$ cat src/rtl/uart_pkg.sv
// Shared definitions for the UART transmit arbiter.
//   tx_state_e   : arbiter FSM state encoding
//   BAUD_DIV_DEF : default clk cycles per baud tick
//   START_TO_DEF : default clk cycles allowed for the transmitter to go busy after a load
package uart_pkg;

   typedef enum logic [1:0] {
      ST_IDLE       = 2'd0,
      ST_LOAD       = 2'd1,
      ST_WAIT_START = 2'd2,
      ST_WAIT_DONE  = 2'd3
   } tx_state_e;

   localparam int unsigned BAUD_DIV_DEF = 160;
   localparam int unsigned START_TO_DEF = 320;

endpackage

$ cat src/rtl/uart_baud_gen.sv
// Free-running baud divider.
//   clk  : clock
//   rst  : synchronous active-high reset, counter returns to 0
//   tick : one-cycle pulse while the counter sits at BAUD_DIV-1
module uart_baud_gen
   import uart_pkg::*;
#(
   parameter int unsigned BAUD_DIV = BAUD_DIV_DEF
) (
   input  logic clk,
   input  logic rst,
   output logic tick
);

   localparam int unsigned   CW   = (BAUD_DIV > 1) ? $clog2(BAUD_DIV) : 1;
   localparam logic [CW-1:0] LAST = CW'(BAUD_DIV - 1);

   logic [CW-1:0] cnt_q;

   always_ff @(posedge clk) begin
      if (rst)                cnt_q <= '0;
      else if (cnt_q == LAST) cnt_q <= '0;
      else                    cnt_q <= cnt_q + CW'(1);
   end

   // Gated by rst so the pulse is also suppressed on the very first reset cycle.
   assign tick = (cnt_q == LAST) && !rst;

endmodule

$ cat src/rtl/uart_tx_arbiter.sv
// Round-robin arbiter feeding bytes from NUM_REQ requesters into one UART transmitter.
//   clk, rst       : clock, synchronous active-high reset
//   req, req_byte  : per-requester pending level and byte (requester i on [8i+7:8i])
//   grant          : one-hot, one-cycle acknowledge; the byte is consumed that cycle
//   tx_enable      : baud tick to the transmitter
//   tx_din_rdy     : one-cycle load strobe, one cycle after grant
//   tx_din_byte    : registered byte presented to the transmitter
//   tx_uart_ready  : transmitter idle indication
//   busy           : FSM is not idle
//   last_src       : index of the most recently granted requester
//   err            : sticky flag, transmitter never went busy after a load
module uart_tx_arbiter
   import uart_pkg::*;
#(
   parameter int unsigned NUM_REQ  = 4,
   parameter int unsigned BAUD_DIV = BAUD_DIV_DEF,
   parameter int unsigned START_TO = START_TO_DEF
) (
   input  logic                       clk,
   input  logic                       rst,
   input  logic [NUM_REQ-1:0]         req,
   input  logic [8*NUM_REQ-1:0]       req_byte,
   output logic [NUM_REQ-1:0]         grant,
   output logic                       tx_enable,
   output logic                       tx_din_rdy,
   output logic [7:0]                 tx_din_byte,
   input  logic                       tx_uart_ready,
   output logic                       busy,
   output logic [$clog2(NUM_REQ)-1:0] last_src,
   output logic                       err
);

   localparam int unsigned   SW      = $clog2(NUM_REQ);
   localparam int unsigned   TW      = $clog2(START_TO + 1);
   localparam logic [TW-1:0] TO_LAST = TW'(START_TO - 1);
   localparam logic [SW-1:0] SRC_RST = SW'(NUM_REQ - 1);

   tx_state_e          state_q;
   logic [NUM_REQ-1:0] grant_q, grant_d;
   logic               din_rdy_q;
   logic [7:0]         din_byte_q, din_byte_d;
   logic [SW-1:0]      last_src_q, win_d;
   logic               win_vld_d;
   logic               err_q;
   logic [TW-1:0]      to_cnt_q;

   uart_baud_gen #(.BAUD_DIV(BAUD_DIV)) u_baud (
      .clk  (clk),
      .rst  (rst),
      .tick (tx_enable)
   );

   // Round-robin pick: requesters above last_src take priority, then wrap to
   // the low indices (including last_src itself, which ranks lowest).
   always_comb begin
      win_d     = '0;
      win_vld_d = 1'b0;
      for (int unsigned i = 0; i < NUM_REQ; i++) begin
         if (!win_vld_d && req[i] && (i > 32'(last_src_q))) begin
            win_vld_d = 1'b1;
            win_d     = SW'(i);
         end
      end
      for (int unsigned i = 0; i < NUM_REQ; i++) begin
         if (!win_vld_d && req[i] && (i <= 32'(last_src_q))) begin
            win_vld_d = 1'b1;
            win_d     = SW'(i);
         end
      end
      grant_d    = win_vld_d ? (NUM_REQ'(1) << win_d) : '0;
      din_byte_d = req_byte[{win_d, 3'b000} +: 8];
   end

   always_ff @(posedge clk) begin
      if (rst) begin
         state_q    <= ST_IDLE;
         grant_q    <= '0;
         din_rdy_q  <= 1'b0;
         din_byte_q <= 8'h00;
         last_src_q <= SRC_RST;
         err_q      <= 1'b0;
         to_cnt_q   <= '0;
      end else begin
         grant_q   <= '0;
         din_rdy_q <= 1'b0;
         case (state_q)
            ST_IDLE: begin
               // Grant is registered, so it is visible during LOAD.
               if (win_vld_d && tx_uart_ready) begin
                  grant_q    <= grant_d;
                  din_byte_q <= din_byte_d;
                  last_src_q <= win_d;
                  state_q    <= ST_LOAD;
               end
            end
            ST_LOAD: begin
               din_rdy_q <= 1'b1;
               to_cnt_q  <= '0;
               state_q   <= ST_WAIT_START;
            end
            ST_WAIT_START: begin
               if (!tx_uart_ready) begin
                  state_q <= ST_WAIT_DONE;
               end else if (to_cnt_q == TO_LAST) begin
                  err_q   <= 1'b1;
                  state_q <= ST_IDLE;
               end else begin
                  to_cnt_q <= to_cnt_q + TW'(1);
               end
            end
            ST_WAIT_DONE: begin
               if (tx_uart_ready) state_q <= ST_IDLE;
            end
            default: state_q <= ST_IDLE;
         endcase
      end
   end

   assign grant       = grant_q;
   assign tx_din_rdy  = din_rdy_q;
   assign tx_din_byte = din_byte_q;
   assign busy        = (state_q != ST_IDLE);
   assign last_src    = last_src_q;
   assign err         = err_q;

endmodule

$ cat config.mk
export PLATFORM = sky130hd
export DESIGN_NAME = uart_tx_arbiter
export DESIGN_NICKNAME = d
export VERILOG_FILES = /design/src/rtl/uart_pkg.sv /design/src/rtl/uart_baud_gen.sv /design/src/rtl/uart_tx_arbiter.sv
export SDC_FILE = /design/constraint.sdc
export NUM_CORES = 1
export LEC_CHECK = 0
export CORE_ASPECT_RATIO = 1.2
export CORE_MARGIN = 3
export CORE_UTILIZATION = 50
export CTS_CLUSTER_SIZE = 28
export DETAILED_ROUTE_END_ITERATION = 10
export GPL_TIMING_DRIVEN = 0
export PLACE_DENSITY = 0.84
export SLEW_MARGIN = 5
export SYNTH_ARGS = -nofsm -noshare
export SYNTH_HDL_FRONTEND = slang
export SYNTH_HIERARCHICAL = 1
export SYNTH_SLANG_ARGS = --single-unit
$ cat constraint.sdc
create_clock -name clk -period 3.2 [get_ports clk]
set_input_delay 0.64 -clock clk [delete_from_list [all_inputs] [get_ports clk]]
set_output_delay 0.64 -clock clk [all_outputs]
set_load 0.02 [all_outputs]
==> results of run 1 <==
==> power breakdown <==
part | total, mW | leakage, nW | internal [mW] | switching [mW]
clock | 0.358 | 0.0505 | 0.196 | 0.163
combinational | 0.272 | 0.599 | 0.136 | 0.136
sequential | 0.480 | 0.286 | 0.461 | 0.0189
==> worst paths after layout <==
path / startpoint / endpoint / slack (ns) / depth (start not counted)
hold reg to reg: u_baud/cnt_q[0]$_SDFF_PP0_ / u_baud/cnt_q[0]$_SDFF_PP0_ / 0.46 / 1
setup / recovery: rst / tx_enable / 0.24 / 3
setup reg to reg: to_cnt_q[0]$_SDFFE_PP0P_ / to_cnt_q[6]$_SDFFE_PP0P_ / 1.41 / 6
hold / removal: u_baud/cnt_q[0]$_SDFF_PP0_ / u_baud/cnt_q[0]$_SDFF_PP0_ / 0.46 / 1
==> logic make-up (layout without fill, tap and decap cells) <==
logic type / count (synthesis) / in the layout / synth area share [%]
mux: 1 / 1 / 0.535
compound gates: 71 / 71 / 29.7
flops: 35 / 35 / 37.5
fa+ha+maj: 2 / 2 / 1.34
simple gates: 79 / 79 / 23.5
buf+inv: 22 / 86 / 5.15
xor+xnor: 5 / 5 / 2.34
==> placed cells by master (no fill, tap or decap), drive strengths merged, types with 3 or more instances in the layout <==
master	netlist	layout
o31ai	3	3
and2	4	4
and3	4	4
nand2	12	12
a21oi	8	8
a31oi	10	10
o32ai	8	8
a211oi	16	16
nand3	9	9
nor3	3	3
inv	14	14
dfxtp	35	35
nor4	4	4
xor2	3	3
nor2	19	19
o21bai	8	8
or3	3	3
clkbuf	5	12
o21ai	7	7
clkdlybuf4s50	0	56
nand2b	4	4
or2	3	3
nor2b	6	6
buf	3	3
==> flip-flops by register name (all words and copies together) (netlist names) <==
signal / cells
to_cnt_q: 9
grant: 4
tx_din_byte: 8
state_q: 2
last_src: 2
err: 1
tx_din_rdy: 1
u_baud/cnt_q: 8
==> worst reg2reg max path, cell delays in order, from the launching register on <==
cell	delay [ns]
dfxtp_1	0.39
ha_1	0.24
nand2_1	0.10
o41a_4	0.48
o211ai_1	0.22
xor2_1	0.17
nor3_1	0.06
==> metal layers <==
metal  vias to the layer above  routed length [um]  track usage, %
met3                         8                 310            7.43
li1                        932                   -               -
met1                       846                1860            23.0
met4                         0                  75            7.08
met5                         -                   0               0
met2                        67                2320            39.5
==> layout make-up <==
cell class / instances / area [um2]
multi-input cells: 158 / 1070
fillers: 279 / 873
flip-flops and latches: 35 / 701
repair buffers: 56 / 561
clock buffers: 7 / 96.3
inverters: 14 / 52.6
well taps: 37 / 46.3
plain buffers: 8 / 43.8
clock inverters: 1 / 7.51
==> synth_stat cells, types with 2 or more instances <==
master and instances:
dfxtp_1 35, nor2_1 17, a211oi_1 16, inv_1 14
a31oi_1 10, nand2_1 10, nand3_1 9, a21oi_1 8
o21bai_1 8, o32ai_1 8, nor2b_1 6, o21ai_0 5
and2_1 4, clkbuf_1 4, nand2b_1 4, nor4_1 4
and3_1 3, nor3_1 3, o31ai_1 3, or3_1 3
xor2_1 3, ha_1 2, nand2_2 2, nor2_2 2
o21ai_4 2, o311a_1 2, or2_2 2, xnor2_1 2
==> impl_metrics.json, run 1 <==
{
  "clk_pin_slew_ns": 0.07,
  "fmax_mhz": 338,
  "layout-drive-gt1-share_pct": 9.68,
  "grt_pass1_vias": 1809,
  "core_area_um2": 3450,
  "grt_first_pass_wirelength_mm": 7.52,
  "start_util_pct": 54.1,
  "place_ws_ns": 0.236,
  "yosys_register_bits": 35,
  "cts-root-buf": "clkbuf_8",
  "dp.final_hpwl_mm": 3.44,
  "leakage_nw": 0.935,
  "via_per_inst": 5.86,
  "stdcell_area_um2": 2580,
  "tightest_slew_ns": 0.546,
  "yosys.area.top_type": "dfxtp_1",
  "maxCapViolations": 0,
  "cts.sinks": 35,
  "die_area_um2": 4510,
  "synth_area_um2": 1870,
  "status": "finished clean",
  "ios": 57,
  "cts_resized": 0,
  "ys.warnings.count": 6,
  "dp_cells": 308,
  "placed_area_um2": 2480,
  "synthArstFlopShare_pct": 0,
  "synth_cell_types": 52,
  "crit_path_frequent_cell": "clkdlybuf4s50_1",
  "dr.pass1.iters": 4,
  "cts_max_path_buffers": 2,
  "critical_path_class": "input port to output port",
  "crit_family": "buffers and inverters",
  "die_h_um": 73.0,
  "fin_crit_ns": 2.96,
  "die_w_um": 61.8,
  "post-cts-setup-buffer-count": 0,
  "holdWs_ns": 0.459,
  "synth_flop_cell": "dfxtp_1",
  "wl_mm": 4.57,
  "crit_required_ns": 2.56,
  "hold_viol": 0,
  "cts_max_level": 2,
  "diodes": 0,
  "overflow": 0,
  "wl_per_cell_um": 14.5,
  "total_power_mw": 1.11,
  "yosys-top-cells-area": "dfxtp_1 (37%), a211oi_1 (6.4%), o32ai_1 (3.7%)",
  "worstPathArrival_ns": 2.32,
  "cts_made_buffers": 5,
  "syn_area_per_cell_um2": 8.69,
  "grt_setup_unrepaired": "no",
  "yosysSeqAreaShare_pct": 37.5,
  "nNetsFinal": 319,
  "place_congestion": 0.845,
  "antenna_left": 0,
  "synth_nets": 256,
  "maxSlewViolCount": 0,
  "syn-instance-count": 215,
  "drcViolationCount": 0,
  "critPathMaxStageDelay_ns": 0.66,
  "vias": 1853,
  "row_count": 23,
  "timing.final.ws_setup_ns": 0.242,
  "ctsHoldBuffers": 0,
  "finalSetupViolCount": 0,
  "grt_max_degree": 15,
  "min_path_type": "register to register",
  "slew_headroom_pct": 63.5,
  "clock_skew_ns": 0.00546,
  "cts_tree": "done",
  "antenna_found_initial": 0,
  "fin_crit_sh_pct": 92.4,
  "grt_use_total_pct": 21.9,
  "cp_cell_sequence": "clkdlybuf4s50_1, nor4_1, clkdlybuf4s50_1",
  "netlist.area_leader.share_pct": 37.5,
  "endpoint_kind": "output port",
  "crit_buf_inv": 2,
  "tns_ns": 0,
  "ir_drop_mv": 0.374,
  "start_kind": "input port",
  "cp_max_fo": 14,
  "p_per_area_nw_per_um2": 431,
  "io_buffers": 56,
  "drt_iter0_drc": 93,
  "area_growth_syn_to_layout_pct": 38.0,
  "synth-edff-count": 0,
  "final_core_util_pct": 74.7,
  "clk_latency_ns": 0.29,
  "cp_slowest_cell": "clkdlybuf4s50_1",
  "fin_cells": 316
}
Note: power is estimated with default switching activity, not from simulation.
==> run 2, diff against run 1 <==
ABC_AREA = 1   (was default)
CELL_PAD_IN_SITES_DETAIL_PLACEMENT = 1   (was default)
CELL_PAD_IN_SITES_GLOBAL_PLACEMENT = 1   (was default)
CORE_UTILIZATION = 36   (was 50)
GPL_TIMING_DRIVEN = 1   (was 0)
PLACE_DENSITY = 0.85   (was 0.84)
==> run 2 against run 1 <==
Against the previous run: sequential share of layout area fell by 1.8 points; count of clock-buffer cells in the layout is 1 lower; sequential power grew 4.2%; global-route usage down 4.2 points; clock skew barely moved; setup slack improved by 0.44 ns; power up 16%; largest cell class unchanged; largest power group unchanged.
==> impl_metrics.json, run 2 <==
{
  "status": "finished clean",
  "nNetsFinal": 417,
  "cts_tree": "done",
  "cts-root-buf": "clkbuf_8",
  "dr.pass1.iters": 4,
  "nFillCells": 738,
  "yosys.area.top_type": "dfxtp_1",
  "grt_use_total_pct": 17.7,
  "diodes": 0,
  "grt_max_degree": 22,
  "synth_cell_types": 33,
  "crit_family": "buffers and inverters",
  "drt_iter0_drc": 54,
  "cts.sinks": 35,
  "critPathMaxStageDelay_ns": 0.60,
  "synth_flop_cell": "dfxtp_1",
  "syn-instance-count": 319,
  "tightest_slew_ns": 0.488,
  "grt_first_pass_wirelength_mm": 9.34,
  "layout_common_cells": "inv_1 (69), nand2_1 (64), clkdlybuf4s50_1 (56)",
  "cts_resized": 0,
  "yosysSeqAreaShare_pct": 33.5,
  "via_per_inst": 4.92,
  "slew_headroom_pct": 67.5,
  "vias": 2156,
  "top_register": "to_cnt_q",
  "start_kind": "register",
  "yosys_register_bits": 35,
  "netlist.area_leader.share_pct": 33.5,
  "synthArstFlopShare_pct": 0,
  "wl_mm": 5.53,
  "cts_max_level": 2,
  "seqCellArea_um2": 701,
  "layout-drive-gt1-share_pct": 9.31,
  "synth.most_common_cell": "inv_1",
  "synth-edff-count": 0,
  "synth_commonest_cells": "inv_1 (69), nand2_1 (64), nand3_1 (43)",
  "antenna_found_initial": 0,
  "clock_skew_ns": 0.00499,
  "syn_area_per_cell_um2": 6.56,
  "final_core_util_pct": 50.8,
  "min_path_type": "register to register",
  "cts_max_path_buffers": 2,
  "io_buffers": 56,
  "synth_area_um2": 2090,
  "die_h_um": 89.5,
  "clk_latency_ns": 0.29,
  "area_growth_syn_to_layout_pct": 32.2,
  "fmax_mhz": 398,
  "grt_setup_unrepaired": "no",
  "finalSetupViolCount": 0,
  "start_util_pct": 38.5,
  "place_congestion": 0.804,
  "antenna_left": 0,
  "leakage_nw": 1.35,
  "crit_required_ns": 2.56,
  "fin_crit_sh_pct": 78.6,
  "grt_pass1_vias": 2163,
  "cts_made_buffers": 5,
  "overflow": 0,
  "dp.final_hpwl_mm": 4.42,
  "cp_slowest_cell": "clkdlybuf4s50_1",
  "tns_ns": 0,
  "core_area_um2": 5440,
  "ir_drop_mv": 0.204,
  "largest_reg_flops": 9,
  "yosys-top-cells-area": "dfxtp_1 (33%), inv_1 (12%), nand2_1 (11%)",
  "cp_cell_sequence": "ha_1, nand3_1, inv_1, nand2_2, nor2_1, clkdlybuf4s50_1",
  "ctsHoldBuffers": 0,
  "crit_buf_inv": 2,
  "fin_crit_ns": 2.52,
  "post-cts-setup-buffer-count": 0,
  "drcViolationCount": 0,
  "ios": 57,
  "die_area_um2": 6770,
  "endpoint_kind": "output port",
  "maxCapViolations": 0,
  "p_per_area_nw_per_um2": 465,
  "worstPathArrival_ns": 1.88,
  "ys.warnings.count": 6,
  "critical_path_class": "register to output port",
  "cp_max_fo": 4,
  "hold_viol": 0,
  "maxSlewViolCount": 0,
  "die_w_um": 75.6,
  "final_common_cell": "inv_1",
  "wl_per_cell_um": 12.6,
  "row_count": 29,
  "synth_nets": 360,
  "clk_pin_slew_ns": 0.07,
  "multi_input_area_um2": 1050
}
## run 2: cell types whose count changed after synthesis, sizes merged, moves of 9 or more
| cell | change |
|---|---|
| nor2 | +10 |
| a31oi | -10 |
| nand3 | +35 |
| inv | +58 |
| nand2 | +64 |
| o21a | +9 |
| a211oi | -16 |
## run 2: power by group
| part | switching, mW | leakage (nW) | internal, mW |
|---|---|---|---|
| Combinational | 0.266 | 1.02 | 0.198 |
| Clock | 0.153 | 0.0470 | 0.169 |
| Sequential | 0.0268 | 0.286 | 0.473 |
## run 2: final cells by class
cell class / instances / share of cell area (%)
multi-input combinational: 203 / 37.9
sequential: 35 / 25.3
timing repair buffer: 59 / 21.1
inverter: 72 / 9.77
clock buffer: 6 / 2.99
tap: 62 / 2.80
clock inverter: 1 / 0.181
## run 2: kinds of logic (layout without fill, tap and decap cells)
logic type / count (synthesis) / after routing / share of synthesized area (%)
buf+inv: 81 / 138 / 16.5
simple gates: 163 / 163 / 37.2
compound gates: 37 / 37 / 11.2
xor+xnor: 1 / 1 / 0.418
flops: 35 / 35 / 33.5
fa+ha+maj: 2 / 2 / 1.20
## run 2: final timing paths
kind / startpoint / end / slack [ns] / cells past startpoint
hold reg to reg: u_baud/cnt_q[0]$_SDFF_PP0_ / u_baud/cnt_q[0]$_SDFF_PP0_ / 0.46 / 1
hold / removal: u_baud/cnt_q[0]$_SDFF_PP0_ / u_baud/cnt_q[0]$_SDFF_PP0_ / 0.46 / 1
setup / recovery: u_baud/cnt_q[0]$_SDFF_PP0_ / tx_enable / 0.68 / 6
setup reg to reg: last_src[1]$_SDFFE_PP1P_ / tx_din_byte[3]$_SDFFE_PP0P_ / 1.31 / 10
## run 2: routing by layer
layer / global-route usage [%] / share of wire [%] / vias to the layer above / wire, um
met5: 0 / 0 / - / 0
met4: 6.04 / 1.5 / 0 / 81
met3: 4.05 / 4.9 / 12 / 272
met2: 32.1 / 51 / 54 / 2800
met1: 20.0 / 43 / 989 / 2370
li1: - / - / 1101 / -
## run 2: per-stage QoR
stage / instance area (um2) / power (mW) / setup WS, ns / hold slack [ns] / instances
6_report: 2770 / 1.29 / 0.685 / 0.459 / 438
5_1_grt: 2770 / 1.38 / 0.480 / 0.492 / 438
4_1_cts: 2770 / 1.30 / 0.650 / 0.466 / 438
3_5_place_dp: 2680 / 0.978 / 0.635 / 0.449 / 431
3_3_place_gp: 2680 / 0.964 / 0.700 / 0.444 / 431
2_1_floorplan: 2090 / 0.821 / 1.49 / 0.430 / 319
